==> src/rtl/fetch_sequencer.sv <==
// Instruction-fetch sequencer: owns the PC, prefetches into a small buffer, hands off over valid/ready.
// Optional out-of-range fetch fault enabled by FETCH_BOUNDS_CHECK_EN.
module fetch_sequencer #(
  parameter logic [31:0] RESET_PC  = 32'h0000_0000,
  parameter int unsigned MEM_WORDS = 256,
  parameter int unsigned DEPTH     = 2
) (
  input  logic        clk,
  input  logic        reset_n,
  input  logic        start,
  input  logic        halt,
  input  logic        redirect_valid,
  input  logic [31:0] redirect_pc,
  output logic [31:0] imem_addr,
  input  logic [31:0] imem_rdata,
  output logic [31:0] instr,
  output logic [31:0] instr_pc,
  output logic        instr_valid,
  input  logic        instr_ready,
  output logic        busy
`ifdef FETCH_BOUNDS_CHECK_EN
  ,
  output logic        fault
`endif
);

  localparam int unsigned CNT_W   = $clog2(DEPTH + 1);
  localparam logic [CNT_W-1:0] DEPTH_C = CNT_W'(DEPTH);
  localparam logic [31:0] PC_INIT = RESET_PC & ~32'h3;

  if (DEPTH < 2 || DEPTH > 8 || MEM_WORDS == 0) begin : g_bad_param
    $error("fetch_sequencer: DEPTH must be 2..8 and MEM_WORDS non-zero");
  end

  typedef enum logic [1:0] {
    S_IDLE   = 2'd0,
    S_FETCH  = 2'd1,
    S_HALTED = 2'd2
`ifdef FETCH_BOUNDS_CHECK_EN
    ,
    S_FAULT  = 2'd3
`endif
  } state_t;

  typedef struct packed {
    logic [31:0] pc;
    logic [31:0] data;
  } entry_t;

  state_t           state_q, state_d;
  logic [31:0]      pc_q, pc_d;
  entry_t           buf_q [DEPTH];
  entry_t           buf_d [DEPTH];
  logic [CNT_W-1:0] count_q, count_d;
  logic [31:0]      instr_q, instr_d;
  logic [31:0]      instr_pc_q, instr_pc_d;
  logic             valid_q, busy_q;
  logic             pop, push, flush;
  logic [CNT_W-1:0] kept;

`ifdef FETCH_BOUNDS_CHECK_EN
  localparam logic [32:0] PC_LIMIT = 33'(MEM_WORDS) << 2;
  logic fault_q;
  logic oob;
  assign oob = {1'b0, pc_q} >= PC_LIMIT;
`endif

  // Next-state, PC and buffer update; redirect outranks everything but FAULT.
  always_comb begin
    state_d    = state_q;
    pc_d       = pc_q;
    buf_d      = buf_q;
    count_d    = count_q;
    instr_d    = instr_q;
    instr_pc_d = instr_pc_q;
    pop        = valid_q && instr_ready;
    push       = 1'b0;
    flush      = 1'b0;
    kept       = count_q;

`ifdef FETCH_BOUNDS_CHECK_EN
    if (state_q == S_FAULT) begin
      pop   = 1'b0;
      flush = 1'b1;
    end else
`endif
    if (redirect_valid) begin
      flush   = 1'b1;
      pc_d    = redirect_pc & ~32'h3;
      state_d = halt ? S_HALTED : S_FETCH;
    end else begin
      case (state_q)
        S_IDLE, S_HALTED: begin
          if (start && !halt) state_d = S_FETCH;
        end
        S_FETCH: begin
          if (halt) state_d = S_HALTED;
`ifdef FETCH_BOUNDS_CHECK_EN
          else if (oob) begin
            state_d = S_FAULT;
            flush   = 1'b1;
          end
`endif
          else push = (count_q < DEPTH_C) || pop;
        end
        default: ;
      endcase
    end

    if (flush) begin
      count_d = '0;
    end else begin
      if (pop) begin
        for (int i = 0; i < DEPTH - 1; i++) buf_d[i] = buf_q[i+1];
      end
      kept = count_q - CNT_W'(pop);
      if (push) begin
        buf_d[kept] = '{pc: pc_q, data: imem_rdata};
        pc_d        = pc_q + 32'd4;
      end
      count_d = kept + CNT_W'(push);
    end

    // Head registers hold their last value whenever the buffer goes empty.
    if (count_d != '0) begin
      instr_d    = buf_d[0].data;
      instr_pc_d = buf_d[0].pc;
    end
  end

  always_ff @(posedge clk or negedge reset_n) begin
    if (!reset_n) begin
      state_q    <= S_IDLE;
      pc_q       <= PC_INIT;
      count_q    <= '0;
      for (int i = 0; i < DEPTH; i++) buf_q[i] <= '0;
      instr_q    <= '0;
      instr_pc_q <= '0;
      valid_q    <= 1'b0;
      busy_q     <= 1'b0;
`ifdef FETCH_BOUNDS_CHECK_EN
      fault_q    <= 1'b0;
`endif
    end else begin
      state_q    <= state_d;
      pc_q       <= pc_d;
      count_q    <= count_d;
      buf_q      <= buf_d;
      instr_q    <= instr_d;
      instr_pc_q <= instr_pc_d;
      valid_q    <= (count_d != '0);
      busy_q     <= (state_d == S_FETCH);
`ifdef FETCH_BOUNDS_CHECK_EN
      fault_q    <= (state_d == S_FAULT);
`endif
    end
  end

  assign imem_addr   = pc_q;
  assign instr       = instr_q;
  assign instr_pc    = instr_pc_q;
  assign instr_valid = valid_q;
  assign busy        = busy_q;
`ifdef FETCH_BOUNDS_CHECK_EN
  assign fault       = fault_q;
`endif

endmodule

==> config.mk <==
export PLATFORM = sky130hd
export DESIGN_NAME = fetch_sequencer
export DESIGN_NICKNAME = d
export VERILOG_FILES = /design/src/rtl/fetch_sequencer.sv
export SDC_FILE = /design/constraint.sdc
export NUM_CORES = 1
export LEC_CHECK = 0
export ABC_AREA = 1
export CAP_MARGIN = 0
export CORE_UTILIZATION = 59
export DETAILED_ROUTE_END_ITERATION = 10
export GPL_ROUTABILITY_DRIVEN = 0
export PLACE_DENSITY = 0.86
export SETUP_SLACK_MARGIN = 0.2
export SYNTH_ARGS = -nofsm -noshare
export SYNTH_HDL_FRONTEND = slang
export SYNTH_SLANG_ARGS = --single-unit
==> constraint.sdc <==
create_clock -name clk -period 3.7 [get_ports clk]
set_input_delay 0.37 -clock clk [delete_from_list [all_inputs] [get_ports clk]]
set_output_delay 0.37 -clock clk [all_outputs]
set_load 0.02 [all_outputs]
==> flow_metrics.tcl <==
set metrics [dict create \
    status "finished, final reports clean" \
    synthCells 1523 \
    die_h_um 142 \
    crit_path_max_incr_delay_ns 0.66 \
    drive_above_1_share_pct 4.03 \
    stdcell_area_um2 14000 \
    drtPass1Iterations 7 \
    grt_max_degree 127 \
    fin_skew_ns 0.0170 \
    clk_latency_ns 0.51 \
    fp.dieW_um 142 \
    fin_crit_ns 2.49 \
    io_pins 168 \
    fmax_ghz 0.401 \
    multiInputGateArea_um2 4820 \
    placed_cells 1881 \
    drt_iter0_markers 976 \
    syn2layout_area_growth_pct 21.9 \
    finalHoldViolations 0 \
    grt-ovfl-total 0 \
    synthFlopType "dfrtp_1" \
    synth-compound-area-share_pct 7.99 \
    seq_area_um2 5760 \
    drc_errors 0 \
    start_util_pct 61.0 \
    cts_buffers 24 \
    antenna_found_initial 0 \
    power.density_nw_per_um2 792 \
    grtUsageTotal_pct 32.1 \
    clock-sinks 230 \
    die-area_um2 20100 \
    peakVddDrop_uv 574 \
    grt_pass1_vias 10645 \
    fillers 1379 \
    synth.most_common_cell "nand2_1" \
    reg2reg_setup_slack_ns 1.21 \
    yosys_warnings 0 \
    worstSetupPathType "flop to flop" \
    max_cap_violations 0 \
    dr_total_vias 10808 \
    dpl.hpwl_um 19100 \
    yosysSeqAreaShare_pct 50.0 \
    fin_nets 1721 \
    critPathArrivalTime_ns 2.93 \
    setup_violations 0 \
    port_buffers 165 \
    drv_slew 0 \
    syn-cell-area_um2 11500 \
    cp_cell_sequence "nand2_1 > clkinv_2 > ha_1 > inv_1 > nor2_4 > buf_4 > nand3_1 > nand2_1 > nand2_1 > nand2_1 > nand2_1 > nand2_1" \
    synth-simple-area-share_pct 32.4 \
    netlist.area_leader.share_pct 50.0 \
    leakage_uw 0.00685 \
    hold_path.class "primary input to flop" \
    slew_headroom_pct 19.9 \
    grt_pass1_wl_um 51600 \
    core_um2 18900 \
    path_common_cell "nand2_1" \
    cts.path.max_buffers 3 \
    viasPerCell 5.63 \
    yosysTopAreaCell "dfrtp_1" \
    synth_cell_types 30 \
    cp-end-kind "flop" \
    synth_xor_area_share_pct 0.912 \
    crit_fanout 63 \
    ant_nets 0 \
    ys_top_cells_by_area "dfrtp_1 50%, nand2_1 17%, nand3_1 9.1%, o21ai_0 5.6%, inv_1 4.6%" \
    synth_adder_area_share_pct 0.326 \
    stdcell_count 1921 \
    ys_ff_latch 230 \
    startpoint_type "flop" \
    cts_max_level 1 \
    wl_per_cell_um 16.3 \
    syn_avg_cell_area_um2 7.56 \
    root_buffer "clkbuf_16" \
    rsz0062_at_grt "false" \
    worst_hold_slack_ns 0.409 \
    muxShareOfSynthArea_pct 0 \
    synthTopCellsByCount "516 x nand2_1, 230 x dfrtp_1, 209 x nand3_1, 141 x inv_1, 129 x o21ai_0" \
    clk_pin_slew_ns 0.06 \
    critPathRequiredTime_ns 4.14 \
    synth_top_family_by_area "simple AND/OR/NAND/NOR gates" \
    num_antenna_cells 0 \
    syn_nets 1596 \
    cts_tree "yes" \
    worstMarginPinSlew_ns 1.20 \
    wl_um 31400 \
    rows 50 \
    slowest_stage "buf_4" \
    synth-edff-count 0 \
    dpl_cell_area_um2 13300 \
    period_share_pct 67.4 \
    setup-tns-final_ns 0 \
    postSynth.asyncResetShare_pct 100 \
]
-- placed cells by master, fill, tap and decap left out, drive strengths merged, types with 3 or more instances in the layout --
cell type and count:
clkbuf 32, clkinv 6, clkdlybuf4s50 163, and2 62, or2 3, nand3 210
o21ai 138, nand2 519, nor2 74, xor2 12, buf 19, o22ai 21
dfrtp 230, inv 144, ha 3, a31oi 3, a21oi 13
-- final cells by class --
cell class	count	share of cell area, %
Clock inverter	7	0.606
Clock buffer	32	4.79
Sequential cell	230	41.0
Tap cell	260	2.32
Timing Repair Buffer	183	13.1
Multi-Input combinational cell	1064	34.3
Inverter	145	3.89
-- routing by layer --
metal,up-vias,wire length (um),global-route usage (%)
li1,5072,-,-
met1,5111,12700,42.3
met2,531,15000,53.6
met3,94,2640,4.52
met4,0,1010,13.0
met5,-,0,0
-- final timing paths --
kind / start / endpoint / cells past startpoint
hold / removal: redirect_valid / imem_addr[4]$_DFF_PN0_ / 3
setup reg to reg: instr_valid$_DFF_PN0_ / instr_pc[1]$_DFFE_PN0P_ / 12
setup / recovery: instr_valid$_DFF_PN0_ / instr_pc[1]$_DFFE_PN0P_ / 12
min in group asynchronous: reset_n / asynchronous set/reset pin / 2
hold reg to reg: instr_pc[29]$_DFFE_PN0P_ / instr_pc[29]$_DFFE_PN0P_ / 2
max in group asynchronous: reset_n / imem_addr[24]$_DFF_PN0_ / 3
-- through the flow --
step                utilization [%]  setup WS [ns]  power [uW]
floorplan                         -           1.26        7060
global placement               70.2          0.908        8510
detailed placement             70.2          0.862        8710
CTS                            74.3           1.24       11100
global route                   74.3           1.02       11900
finish                         74.3           1.21       11100
-- cells by family after synthesis --
kind of cell,Yosys count
and+or+nand+nor,872
buffers and inverters,229
AOI/OAI and AO/OA,177
xor gates and xnor gates,12
adders and majority gates,3
DFF,230
-- timing repair --
| action | in CTS | in global routing |
|---|---|---|
| hold buffers | 1 | 0 |
| setup buffers | 0 | 0 |
| gates resized for setup | 0 | 0 |
| hold endpoints to repair | 104 | 0 |
-- power by group --
| group | total, uW | internal [uW] | leakage (uW) | switching [uW] |
|---|---|---|---|---|
| Clock | 2380 | 1400 | 0.000376 | 973 |
| Combinational | 4660 | 1850 | 0.00371 | 2810 |
| Sequential | 4090 | 3550 | 0.00276 | 541 |
| Total | 11100 | 6800 | 0.00685 | 4320 |
-- worst max-delay path, delay by kind of cell, from the launching register on --
family / cells / cell delay [ns]
DFF: 1 / 0.40
buffers and inverters: 3 / 0.86
adders and majority gates: 1 / 0.31
and+or+nand+nor: 8 / 0.82
(Power assumes the default switching activity.)
